## src/rtl/axil_pkg.sv

```systemverilog
// Shared definitions for the AXI4-Lite initiator: state encoding, response codes, PROT default.
package axil_pkg;

   typedef enum logic [2:0] {
      ST_IDLE,
      ST_WR_REQ,
      ST_WR_RESP,
      ST_RD_REQ,
      ST_RD_RESP,
      ST_RSP
   } axil_state_t;

   localparam logic [1:0] RESP_OKAY   = 2'b00;
   localparam logic [1:0] RESP_EXOKAY = 2'b01;
   localparam logic [1:0] RESP_SLVERR = 2'b10;
   localparam logic [1:0] RESP_DECERR = 2'b11;

   localparam logic [2:0] PROT_DEFAULT = 3'b000;

endpackage

```

## src/rtl/axil_wdog.sv

```systemverilog
// Watchdog for stalled AXI transfers: counts enabled cycles since the last clear and
// pulses timeout once on reaching C_TIMEOUT (C_TIMEOUT = 0 never fires).
module axil_wdog #(
   parameter int unsigned C_TIMEOUT = 1024
) (
   input  logic clock,
   input  logic reset,
   input  logic clear,
   input  logic enable,
   output logic timeout
);

   localparam int unsigned CW = (C_TIMEOUT < 2) ? 1 : $clog2(C_TIMEOUT + 1);
   localparam logic [CW-1:0] LIMIT    = CW'(C_TIMEOUT);
   localparam logic [CW-1:0] LIMIT_M1 = CW'(C_TIMEOUT - 1);

   logic [CW-1:0] cnt;

   // Counter saturates at LIMIT so the pulse fires once per stall, until the next clear.
   always_ff @(posedge clock or posedge reset) begin
      if (reset) begin
         cnt     <= '0;
         timeout <= 1'b0;
      end else begin
         timeout <= 1'b0;
         if (clear) begin
            cnt <= '0;
         end else if (enable && (cnt != LIMIT)) begin
            cnt <= cnt + CW'(1);
            if (cnt == LIMIT_M1) timeout <= 1'b1;
         end
      end
   end

endmodule

```

## src/rtl/axil_master.sv

```systemverilog
// Single-outstanding AXI4-Lite initiator: one command in, one AXI read or write out,
// one response back. All AXI and response outputs come straight from flops.
module axil_master
   import axil_pkg::*;
#(
   parameter int unsigned C_M_AXI_DATA_WIDTH = 32,
   parameter int unsigned C_M_AXI_ADDR_WIDTH = 4,
   parameter int unsigned C_TIMEOUT          = 1024
) (
   input  logic                              clock,
   input  logic                              reset,
   input  logic                              cmd_valid,
   output logic                              cmd_ready,
   input  logic                              cmd_write,
   input  logic [C_M_AXI_ADDR_WIDTH-1:0]     cmd_addr,
   input  logic [C_M_AXI_DATA_WIDTH-1:0]     cmd_wdata,
   input  logic [C_M_AXI_DATA_WIDTH/8-1:0]   cmd_wstrb,
   output logic                              rsp_valid,
   input  logic                              rsp_ready,
   output logic [C_M_AXI_DATA_WIDTH-1:0]     rsp_rdata,
   output logic [1:0]                        rsp_resp,
   output logic                              timeout,
   output logic [C_M_AXI_ADDR_WIDTH-1:0]     M_AXI_AWADDR,
   output logic [2:0]                        M_AXI_AWPROT,
   output logic                              M_AXI_AWVALID,
   input  logic                              M_AXI_AWREADY,
   output logic [C_M_AXI_DATA_WIDTH-1:0]     M_AXI_WDATA,
   output logic [C_M_AXI_DATA_WIDTH/8-1:0]   M_AXI_WSTRB,
   output logic                              M_AXI_WVALID,
   input  logic                              M_AXI_WREADY,
   input  logic [1:0]                        M_AXI_BRESP,
   input  logic                              M_AXI_BVALID,
   output logic                              M_AXI_BREADY,
   output logic [C_M_AXI_ADDR_WIDTH-1:0]     M_AXI_ARADDR,
   output logic [2:0]                        M_AXI_ARPROT,
   output logic                              M_AXI_ARVALID,
   input  logic                              M_AXI_ARREADY,
   input  logic [C_M_AXI_DATA_WIDTH-1:0]     M_AXI_RDATA,
   input  logic [1:0]                        M_AXI_RRESP,
   input  logic                              M_AXI_RVALID,
   output logic                              M_AXI_RREADY
);

   axil_state_t state, state_next;
   logic        aw_done, aw_done_next;
   logic        w_done, w_done_next;
   logic        accept, b_hs, r_hs;
   logic        wdog_clear, wdog_enable;

   assign M_AXI_AWPROT = PROT_DEFAULT;
   assign M_AXI_ARPROT = PROT_DEFAULT;

   assign accept = (state == ST_IDLE) && cmd_valid && cmd_ready;
   assign b_hs   = (state == ST_WR_RESP) && M_AXI_BVALID && M_AXI_BREADY;
   assign r_hs   = (state == ST_RD_RESP) && M_AXI_RVALID && M_AXI_RREADY;

   always_comb begin
      state_next   = state;
      aw_done_next = aw_done;
      w_done_next  = w_done;
      case (state)
         ST_IDLE: begin
            if (accept) begin
               state_next   = cmd_write ? ST_WR_REQ : ST_RD_REQ;
               aw_done_next = 1'b0;
               w_done_next  = 1'b0;
            end
         end
         ST_WR_REQ: begin
            if (M_AXI_AWVALID && M_AXI_AWREADY) aw_done_next = 1'b1;
            if (M_AXI_WVALID && M_AXI_WREADY)   w_done_next  = 1'b1;
            if (aw_done_next && w_done_next)    state_next   = ST_WR_RESP;
         end
         ST_WR_RESP: if (b_hs) state_next = ST_RSP;
         ST_RD_REQ:  if (M_AXI_ARVALID && M_AXI_ARREADY) state_next = ST_RD_RESP;
         ST_RD_RESP: if (r_hs) state_next = ST_RSP;
         ST_RSP:     if (rsp_valid && rsp_ready) state_next = ST_IDLE;
         default:    state_next = ST_IDLE;
      endcase
   end

   // Handshake outputs are registered from the next state, so each VALID/READY
   // appears the cycle the state is entered and drops right after its handshake.
   always_ff @(posedge clock or posedge reset) begin
      if (reset) begin
         state         <= ST_IDLE;
         aw_done       <= 1'b0;
         w_done        <= 1'b0;
         cmd_ready     <= 1'b0;
         M_AXI_AWVALID <= 1'b0;
         M_AXI_WVALID  <= 1'b0;
         M_AXI_BREADY  <= 1'b0;
         M_AXI_ARVALID <= 1'b0;
         M_AXI_RREADY  <= 1'b0;
         rsp_valid     <= 1'b0;
         M_AXI_AWADDR  <= '0;
         M_AXI_ARADDR  <= '0;
         M_AXI_WDATA   <= '0;
         M_AXI_WSTRB   <= '0;
         rsp_rdata     <= '0;
         rsp_resp      <= '0;
      end else begin
         state         <= state_next;
         aw_done       <= aw_done_next;
         w_done        <= w_done_next;
         cmd_ready     <= (state_next == ST_IDLE);
         M_AXI_AWVALID <= (state_next == ST_WR_REQ) && !aw_done_next;
         M_AXI_WVALID  <= (state_next == ST_WR_REQ) && !w_done_next;
         M_AXI_BREADY  <= (state_next == ST_WR_RESP);
         M_AXI_ARVALID <= (state_next == ST_RD_REQ);
         M_AXI_RREADY  <= (state_next == ST_RD_RESP);
         rsp_valid     <= (state_next == ST_RSP);
         if (accept) begin
            M_AXI_AWADDR <= cmd_addr;
            M_AXI_ARADDR <= cmd_addr;
            M_AXI_WDATA  <= cmd_wdata;
            M_AXI_WSTRB  <= cmd_wstrb;
         end
         if (b_hs) begin
            rsp_rdata <= '0;
            rsp_resp  <= M_AXI_BRESP;
         end
         if (r_hs) begin
            rsp_rdata <= M_AXI_RDATA;
            rsp_resp  <= M_AXI_RRESP;
         end
      end
   end

   assign wdog_clear  = (state_next != state);
   assign wdog_enable = (state == ST_WR_REQ) || (state == ST_WR_RESP) ||
                        (state == ST_RD_REQ) || (state == ST_RD_RESP);

   axil_wdog #(
      .C_TIMEOUT (C_TIMEOUT)
   ) u_wdog (
      .clock   (clock),
      .reset   (reset),
      .clear   (wdog_clear),
      .enable  (wdog_enable),
      .timeout (timeout)
   );

endmodule

```

## config.mk

```make
export PLATFORM = sky130hd
export DESIGN_NAME = axil_master
export DESIGN_NICKNAME = d
export VERILOG_FILES = /design/src/rtl/axil_pkg.sv /design/src/rtl/axil_wdog.sv /design/src/rtl/axil_master.sv
export SDC_FILE = /design/constraint.sdc
export NUM_CORES = 1
export LEC_CHECK = 0
export ABC_CLOCK_PERIOD_IN_PS = 5400
export BUFFER_PORTS_ARGS = -buffer_cell sky130_fd_sc_hd__buf_2
export CAP_MARGIN = 40
export CORE_UTILIZATION = 39
export DETAILED_ROUTE_END_ITERATION = 8
export GPL_TIMING_DRIVEN = 0
export PLACE_DENSITY = 0.7
export SYNTH_ARGS = -nofsm -noshare
export SYNTH_HDL_FRONTEND = slang
export SYNTH_SLANG_ARGS = --single-unit
```

## constraint.sdc

```tcl
create_clock -name clock -period 5.4 [get_ports clock]
set_clock_uncertainty 0.2 [all_clocks]
set_input_delay 0.81 -clock clock [delete_from_list [all_inputs] [get_ports clock]]
set_output_delay 0.81 -clock clock [all_outputs]
set_load 0.03 [all_outputs]
```

After elaboration in Yosys (flattened, before gate mapping)

Cells that the tools add are included.

Register bits after elaboration: 98
Input port bits: 86
Output and inout port bits: 92
Logic and storage cells: 79

Add/sub/neg operators: 1
Equal/unequal tests: 13
Mux-type cells: 25
Reductions and logical operators: 23

Operators by type and width:

| cell                                                              | number |
|---|---|
| 32-bit two-way mux                                                | 2 |
| 11-bit two-way mux                                                | 2 |
| 3-bit two-way mux                                                 | 6 |
| 3-bit one-hot mux with 6 select lines                             | 1 |
| 1-bit logical AND                                                 | 14 |
| 3-bit by 2-bit == test with 1-bit output, second input constant   | 4 |
| 3-bit == test, second input constant                              | 4 |
| 11-bit by 1-bit adder with 11-bit output, second input constant   | 1 |
| 11-bit by 10-bit == test with 1-bit output, second input constant | 1 |
| 11-bit inequality test, second input constant                     | 1 |
| 1-bit two-way mux                                                 | 9 |
| 3-bit by 1-bit == test with 1-bit output, second input constant   | 2 |
| 3-bit zero test                                                   | 2 |
| 2-bit two-way mux                                                 | 3 |
| 1-bit one-hot mux with 2 select lines                             | 2 |
| 2-bit nonzero test                                                | 2 |
| 1-bit logical OR                                                  | 3 |
| 3-bit inequality test                                             | 1 |
| 1-bit zero test                                                   | 2 |

Longest topological paths before layout

Gate-level depths: netlist of run 1.

Word-level depth: 8
Mapped depth: 8
Mapped depth without buffers: 7

Cells and area by module

From an unflattened synthesis of run 1, not the netlist that was laid out.

Cell total of the unflattened synthesis: 389
Area, all modules: 4083.9 µm²

By module, submodules not included:

| module      | times used | cells an instance | area each (µm²) | sequential area each (µm²) |
|---|---|---|---|---|
| axil_master | 1          | 317               | 3398.3          | 2152.1 |
| axil_wdog   | 1          | 72                | 685.7           | 300.3 |

Least setup slack after synthesis of run 1

No wires, ideal clock.

Path kind: in2reg
From: input port M_AXI_AWREADY
To: register u_wdog.cnt[9]
Setup time: 80 ps
Data arrival time: 2272 ps
Data required time: 5120 ps
Path slack: 2849 ps
Stages on the path: 7
Buffers on the path: 2
Path through: a21oi_1 o311a_1 or4_1 buf_6 xor2_4 buf_6 nor3_4

Cells in the longest elaborated chain, start to end: 8
Elaborated cells between the ends (all ways): 9
Classes of those cells: eq/ne (1); mux (5); reduce/logical (3)

RTL lines:

| what                                                            | RTL line           | text |
|---|---|---|
| start, declared                                                 | axil_master.sv:26  | `input logic M_AXI_AWREADY,` |
| 1-bit logical AND *                                             | axil_master.sv:70  | `if (M_AXI_AWVALID && M_AXI_AWREADY) aw_done_next = 1'b1;` |
| 1-bit two-way mux *                                             | axil_master.sv:70  |  |
| 1-bit two-way mux *                                             | axil_master.sv:61  | `case (state)` |
| 1-bit logical AND *                                             | axil_master.sv:72  | `if (aw_done_next && w_done_next) state_next = ST_WR_RESP;` |
| 3-bit two-way mux *                                             | axil_master.sv:72  |  |
| 3-bit one-hot mux with 6 select lines *                         | axil_master.sv:61  |  |
| via state_next[0]                                               | axil_master.sv:44  | `axil_state_t state, state_next;` |
| 3-bit inequality test *                                         | axil_master.sv:130 | `assign wdog_clear = (state_next != state);` |
| 11-bit two-way mux / 2-bit nonzero test (equally long branches) | -                  |  |
| end signal, assigned                                            | axil_wdog.sv:29    | `cnt <= cnt + CW'(1);` |
| end, declared                                                   | axil_wdog.sv:17    | `logic [CW-1:0] cnt;` |

The timed path passes the listed nets; every way through them passes the cells marked *. The select of a mux whose other input is x is not followed.
A chain may end at the register's enable or synchronous reset.

Worst setup path after layout of run 1

From: input port cmd_valid
To: register M_AXI_WDATA[4]

Cells in the longest elaborated chain, start to end: 2

RTL lines:

| what                           | RTL line           | text |
|---|---|---|
| start, declared                | axil_master.sv:12  | `input logic cmd_valid,` |
| 1-bit logical AND (2 in a row) | axil_master.sv:53  | `assign accept = (state == ST_IDLE) && cmd_valid && cmd_ready;` |
| end signal, assigned           | axil_master.sv:116 | `M_AXI_WDATA <= cmd_wdata;` |
| end, declared                  | axil_master.sv:27  | `output logic [C_M_AXI_DATA_WIDTH-1:0] M_AXI_WDATA,` |

No other way between the ends.

==> results.txt, run 1 <==
The via density per instance is 4.85. The clock period minus final worst setup slack is 2.52 ns. The remaining antenna violation count came out at 0. The antenna diode instance count came out at 0.

The CTS tree is yes. Together, buffers and inverters on the worst path number 2. The power per standard cell area came out at 639 nW/um^2. The post-route non-filler standard cell count is 635.

In this run the critical register-to-register path is captured at M_AXI_WDATA[4]. The total clock buffers created by CTS came out at 9. The maximum vdd ir drop came out at 0.293 mV.

Summed over all cells, the static leakage comes to 0.00273 uW. The final reports fail on DRC. After detailed placement, the design holds a cell count of 620.

The via count of the first global-routing pass came out at 3093. The count of routing violations after the opening detailed-route iteration came out at 119. The mean post-synth cell area is 13.4 um^2. The type of the tightest min-delay check is reg2reg.

Along the worst path, the maximum fanout reaches 10. The cell family contributing the most delay on the critical path is simple AND/OR/NAND/NOR gates. The initial utilization of the core area, before any placement, comes to 39.9%. The critical path goes through buf_2, nand4bb_1, nor2_1, clkbuf_1, mux2_2.

The first-pass iteration count of the detailed router is 6. The synthesis-to-layout area growth came out at 31.2%. The area share of the largest cell type after synthesis is 59.8%. The fraction of layout cells with a size suffix above 1 came out at 51.9%.

Max-cap violations in this run came to 0. The largest net degree at the start of global routing came out at 57. The depth of the CTS H-tree is 3. During synthesis, Yosys emitted a total of 0 warnings. The termination of the worst setup path is M_AXI_WDATA[4]. Across every metal layer, demand over resource in global routing totals 17.8%.

The synthesized design spends more area on one cell type than any other, namely dfrtp_1. The global route total overflow came out at 0. The global placer's final weighted congestion came out at 0.799.

The number of storage elements in the synthesis netlist came out at 98. The worst setup path is captured at a register. The synthesized cell area came out at 4100 um^2. The average detailed-routed wire length per instance came out at 14.7 um. The global-route wire length before repair is 15300 um. The relative slew slack is 58.9%. The internal reg-to-reg setup slack came out at 2.90 ns. The boundary pin count is 178. The run finished, with violations left. The horizontal die dimension came out at 105 um.

The critical path crosses 5 cells after its start point. The final-report setup violation count is 0. The data arrival time of the critical path is 2.57 ns.

The depth of the most critical reg-to-reg path came out at 4. The aggregate routed wire length came out at 9350 um. The final routed DRC violation total came out at 1.

STA classifies the critical path startpoint as a primary input. The highest achievable clock rate is 0.397 GHz. Among all stages on the critical path, the largest delay is contributed by nor2_1. Setup repair after global routing left no endpoint under its margin. In this run the post-CTS setup repair buffer count came out at 0. After floorplanning, the core was divided into 37 placement rows.

Sequential cells were found to cover 59.8% of the synthesized design area. The count of cell types in the netlist is 43. In this run the worst setup path begins at cmd_valid.

The number of antenna violations at the first check in global routing is 0. The routed via count came out at 3077. The latest clock arrival within the worst-skew pair came out at 0.35 ns. The number of hold violations in the final report came out at 0. The total die area is 10900 um^2. Sorting the synthesized cells by area gives the leading types as dfrtp_1, mux2_2, a22o_1. The gate count after technology mapping is 306.

The cell sitting at the root of the clock tree is a clkbuf_8. The slew at the pin with the worst max-slew slack is 0.614 ns. The maximum cell stage delay along the critical path is 0.54 ns.

By startpoint and endpoint, the worst setup path is classified as in2reg. The final layout net count is 583. The die is 105 um tall.

The endpoint required time on the critical path is 5.45 ns. The number of input and output port buffers inserted is 171. The startpoint of the worst-slack reg-to-reg timing path is state[0].

The HPWL after detailed placement is 7000 um. In this run the deepest clock path goes through 2 buffers. The clock edge transition at the registers on the reported setup and hold paths is 0.09 ns. The final critical-path share of the clock period came out at 46.6%. The final max-slew violation count is 0.

The setup TNS after final layout came out at 0 ns. The post-cts resize count is 0. The placeable core region came out at 10300 um^2. The count of hold-fix buffers inserted at cts is 0. The TritonCTS sink count is 98.
-- logic make-up after synthesis --
group           count (synthesis)  synth area share [%]
mux                            42                  11.5
other cells                     1                0.0915
buf+inv                        34                  4.82
simple gates                   70                  10.9
compound gates                 49                  9.68
fa+ha+maj                       2                 0.611
flops                          98                  59.8
xor+xnor                       10                  2.60
-- layout by cell type, fill, tap and decap left out, types with 2 or more instances in the layout --
master,count
nand3_1,4
clkinvlp_4,2
or4_1,2
a22o_1,32
clkbuf_8,10
o21ai_0,3
a311oi_1,2
inv_6,2
a21oi_1,4
a31oi_1,3
nand2_1,10
dfrtp_1,98
clkbuf_1,11
xor2_1,2
ha_1,2
xnor2_1,7
buf_4,10
nor2_1,19
nor3_2,9
nor3_1,8
nor4_1,2
buf_6,4
mux2i_1,2
nor4b_1,3
conb_1,6
mux2_2,40
nand4_1,2
buf_2,174
inv_1,6
-- sequential cells by signal, summed over array words and instances, names as in the netlist, 2 cells and up --
name / cells
M_AXI_WDATA: 32
rsp_rdata: 32
u_wdog.cnt: 11
M_AXI_ARADDR: 4
M_AXI_WSTRB: 4
state: 3
rsp_resp: 2
-- worst min path at each step --
stage | start | end | slack, ns | cells after the start
6_report | u_wdog.cnt[10] | u_wdog.timeout | 0.30 | 1
5_1_grt | rsp_rdata[3] | rsp_rdata[3] | 0.32 | 1
4_1_cts | reset | M_AXI_WDATA[3] | 0.31 | 2
3_5_place_dp | rsp_rdata[11] | rsp_rdata[11] | 0.28 | 1
3_3_place_gp | rsp_rdata[11] | rsp_rdata[11] | 0.28 | 1
2_1_floorplan | u_wdog.cnt[10] | u_wdog.timeout | 0.26 | 1
-- area by class of cell --
| cell class | count | area (um^2) |
|---|---|---|
| fillers | 948 | 4900 |
| flip-flops and latches | 98 | 2450 |
| multi-input cells | 179 | 1470 |
| repair buffers | 173 | 888 |
| plain buffers | 27 | 171 |
| well taps | 136 | 170 |
| clock buffers | 10 | 138 |
| clock inverters | 5 | 62.6 |
| inverters | 7 | 28.8 |
-- metrics by stage --
| step | hold slack (ns) | total power, uW | util, % | setup WS [ns] | instance area [um^2] |
|---|---|---|---|---|---|
| after detailed placement | 0.282 | 2980 | 50.4 | 2.49 | 5180 |
| after global routing | 0.318 | 3630 | 52.3 | 2.79 | 5380 |
| final | 0.302 | 3430 | 52.3 | 2.88 | 5380 |
| after global placement | 0.277 | 2930 | 50.0 | 0.807 | 5140 |
| after floorplan | 0.260 | 2470 | - | 1.83 | 4120 |
| after CTS | 0.305 | 3470 | 52.3 | 2.89 | 5380 |
-- power by group --
part	internal (uW)	switching (uW)
clock	228	258
combinational	618	1120
sequential	1040	174
total	1890	1550
-- layer usage --
metal	part of all wire, %	global-route usage, %	wire, um
met5	0	0	0
met1	43	22.7	3980
met2	49	29.2	4560
met3	6.4	3.57	595
met4	2.3	8.16	211
-- Yosys cell counts --
cell / n
nor4_1: 2
and4_1: 1
clkbuf_1: 11
nand3_1: 4
nor4b_2: 1
mux2i_1: 2
xnor2_1: 7
nand2b_1: 1
mux2_2: 40
a21oi_1: 4
and3b_1: 1
a31oi_1: 3
o21a_1: 1
nor2b_1: 1
nor4bb_1: 1
nand4_1: 2
nor3_4: 1
o21ai_0: 3
or3b_2: 1
or4_1: 2
buf_4: 10
xor2_4: 1
a32o_1: 1
xor2_1: 2
nor3_1: 8
or2b_1: 1
nor4_4: 1
a311oi_1: 2
dfrtp_1: 98
o311a_1: 1
nand2_1: 10
nor3_2: 9
buf_2: 2
a22o_1: 32
o2bb2ai_1: 1
conb_1: 1
nor4b_1: 3
inv_1: 7
a221oi_1: 1
nor2_1: 19
ha_1: 2
nand4bb_1: 1
buf_6: 4
(Power assumes the default switching activity.)
==> inputs of run 2 (changes only) <==
--- a/config.mk
+++ b/config.mk
@@ -5,13 +5,13 @@
 export SDC_FILE = /design/constraint.sdc
 export NUM_CORES = 1
 export LEC_CHECK = 0
-export ABC_CLOCK_PERIOD_IN_PS = 5400
+export ABC_CLOCK_PERIOD_IN_PS = 2170
 export BUFFER_PORTS_ARGS = -buffer_cell sky130_fd_sc_hd__buf_2
 export CAP_MARGIN = 40
 export CORE_UTILIZATION = 39
 export DETAILED_ROUTE_END_ITERATION = 8
 export GPL_TIMING_DRIVEN = 0
-export PLACE_DENSITY = 0.7
+export PLACE_DENSITY = 0.72
 export SYNTH_ARGS = -nofsm -noshare
 export SYNTH_HDL_FRONTEND = slang
 export SYNTH_SLANG_ARGS = --single-unit
==> constraint.sdc (replaced) <==
create_clock -name clock -period 2.17 [get_ports clock]
set_clock_uncertainty 0.2 [all_clocks]
set_input_delay 0.3255 -clock clock [delete_from_list [all_inputs] [get_ports clock]]
set_output_delay 0.3255 -clock clock [all_outputs]
set_load 0.03 [all_outputs]
==> results.txt, run 2 (synthesis results as in run 1) <==
The flow ran to the end, but the final reports show violations. The checks that failed: setup timing. The global route total overflow came out at 0. The path length in cells of the critical path is 6. Following the worst setup path forward leads to its endpoint at u_wdog.cnt[5]. Along the worst path, the maximum fanout reaches 6. The routed via count is 3512. The clock tree buffer depth is 2. The largest net degree at the start of global routing came out at 40. The region available for standard cell placement spans 10300 um^2. The type of the tightest min-delay check is in2reg.

The setup TNS after final layout is -0.0211 ns. Buffers placed on the I/O ports in this run total 171. The post-layout utilization of the core is 62.2%.

The net switching power figure is 4020 uW. The die extent in y is 105 um. The clock network fraction of total power came out at 15.1%.

Derived from the worst setup path, the maximum achievable clock frequency is 0.459 GHz. The cell depth of the worst hold path came out at 2. The final layout net count came out at 670.

In this run the tightest slew margin relative to its limit is 62.6%. The routed design uses 551 um of met3 wire. Setup repair after global routing could not meet its margin everywhere. The library cells used most frequently in the layout, excluding fill and tap cells, are buf_2, dfrtp_1, dlygate4sd3_1, mux2_2, a22o_1. The worst register-to-register path begins at state[2].

The switching part of the total power is 43.1%. STA classifies the critical path startpoint as a register. The via density per instance is 4.86. The number of hold violations in the final report is 0. For this design the ratio of total power to cell area is 1460 nW/um^2.

STA classifies the critical path endpoint as a register. The via count of the first global-routing pass is 3693. Together, buffers and inverters on the worst path number 2. The antenna diode instance count came out at 0.

The clock period minus final worst setup slack is 2.18 ns. After floorplanning, the core was divided into 37 placement rows. The final max-slew violation count is 0. The met1 routed wirelength after detailed routing is 4510 um. After detailed routing, no signal wire sits above met4. The detail route stage leaves a number of antenna-violating nets equal to 0. The worst register-to-register path ends at u_wdog.cnt[5]. The horizontal die dimension is 105 um.

The maximum cell stage delay along the critical path came out at 0.53 ns. The slowest library cell on the worst path is or4_4. The global-route wire length before repair is 18000 um. The count of routing violations after the opening detailed-route iteration came out at 181. The final critical-path share of the clock period came out at 101%. Leaving out fill and tap cells, the most frequent cell in the layout is buf_2.

Data on the critical path arrives at its endpoint at 2.22 ns. The first-pass iteration count of the detailed router came out at 4. The depth of the most critical reg-to-reg path came out at 6.

The TritonCTS sink count came out at 98. The length of routed met2 wiring came out at 5720 um. Clock tree synthesis inserted a total of 9 buffers. The endpoint required time on the critical path came out at 2.21 ns. In the final routed layout, each cell accounts on average for 15.3 um. Across the VDD grid, the largest voltage drop is 0.774 mV. The number of max-cap violations came out at 0. Traced cell by cell, the critical path runs through buf_6, o311a_1, or4_4, xor2_4, buf_8, nor3_2. After routing the design area is 6390 um^2. Of the total power, combinational logic draws 52.4%.

The final routed DRC violation total is 0. The clock reaches the later pin of the worst-skew pair after 0.36 ns. After clock tree synthesis, the clock-pin slew on the worst setup and hold paths is 0.10 ns.

The post-detailed-placement cell area is 5200 um^2. Setup violations remaining at the end of the flow were counted as 3. Global routing used 20.9% of the available tracks across all layers. The worst setup path is of the reg2reg kind.

The depth of the CTS H-tree came out at 3. The sequential cell fraction of total power came out at 32.5%. The largest registers in the layout are M_AXI_WDATA: 32 flops, rsp_rdata: 32 flops, u_wdog.cnt: 11 flops. The static power due to leakage came out at 0.00317 uW. In this design, the largest share of critical-path delay is due to simple AND/OR/NAND/NOR gates. In this run the worst setup path begins at state[2]. The internal power contribution is 5310 uW.

The number of antenna violations at the first check in global routing is 0. The root buffer selected by CTS is clkbuf_8. The internal reg-to-reg setup slack is -0.01 ns. Cells with a size suffix above 1 make up 50.8% of the layout. In this run the most critical hold path is launched from M_AXI_RDATA[0]. The aggregate routed wire length came out at 11100 um.

Summed over all nets, the half-perimeter wirelength after detailed placement is 6620 um. The boundary pin count came out at 178. The floorplan step defined a die boundary enclosing 10900 um^2. The effective utilization at floorplan is 39.9%. For the pin with the worst max-slew slack, the measured transition is 0.556 ns. The final worst hold slack came out at 0.0221 ns. The worst setup margin is -0.0109 ns.

Routability-driven placement finished with a final weighted congestion of 0.814. From synthesis to final layout, the design area changed by 56.0%. TritonCTS built the clock tree. The post-placement setup slack came out at -0.409 ns.
## run 2: metrics by stage
step / std cells / power, uW
2_1_floorplan: 311 / 6160
3_3_place_gp: 618 / 7280
3_5_place_dp: 621 / 7380
4_1_cts: 721 / 9290
5_1_grt: 723 / 9800
6_report: 723 / 9330
## run 2: layout make-up
type / instances / area, um^2
tap: 136 / 170
timing repair buffer: 261 / 1760
sequential: 98 / 2460
clock inverter: 4 / 98.8
multi-input combinational: 179 / 1540
buffer: 26 / 188
inverter: 7 / 30.0
clock buffer: 12 / 145
fill: 803 / 3880
## run 2: worst min-delay path by stage
stage / to / slack [ns]
6_report: rsp_rdata[0] / 0.02
3_5_place_dp: M_AXI_WDATA[17] / 0.20
4_1_cts: M_AXI_WDATA[20] / 0.002
2_1_floorplan: rsp_resp[0] / 0.24
3_3_place_gp: rsp_rdata[2] / 0.28
5_1_grt: rsp_rdata[0] / 0.004
## run 2: what timing repair did
item	in CTS	in global routing
pin swaps	11	5
cloned	1	0
hold buffers	73	1
buffers inserted	10	3
setup endpoints to repair	86	82
endpoints found under the hold margin	93	1
resized for setup	17	29
## run 2: power groups by stage
| stage | sequential, uW | clock (uW) | combinational [uW] |
|---|---|---|---|
| finish | 3030 | 1410 | 4880 |
| global route | 3130 | 1520 | 5150 |
| CTS | 3010 | 1450 | 4830 |
| detailed placement | 3020 | 0 | 4360 |
| global placement | 3010 | 0 | 4270 |
| floorplan | 4410 | 0 | 1750 |
## run 2: per-layer routing
| layer | global-route usage [%] | up-vias |
|---|---|---|
| met3 | 3.88 | 24 |
| met5 | 0 | - |
| met2 | 36.5 | 149 |
| met4 | 10.2 | 0 |
| met1 | 24.7 | 1706 |
| li1 | - | 1633 |
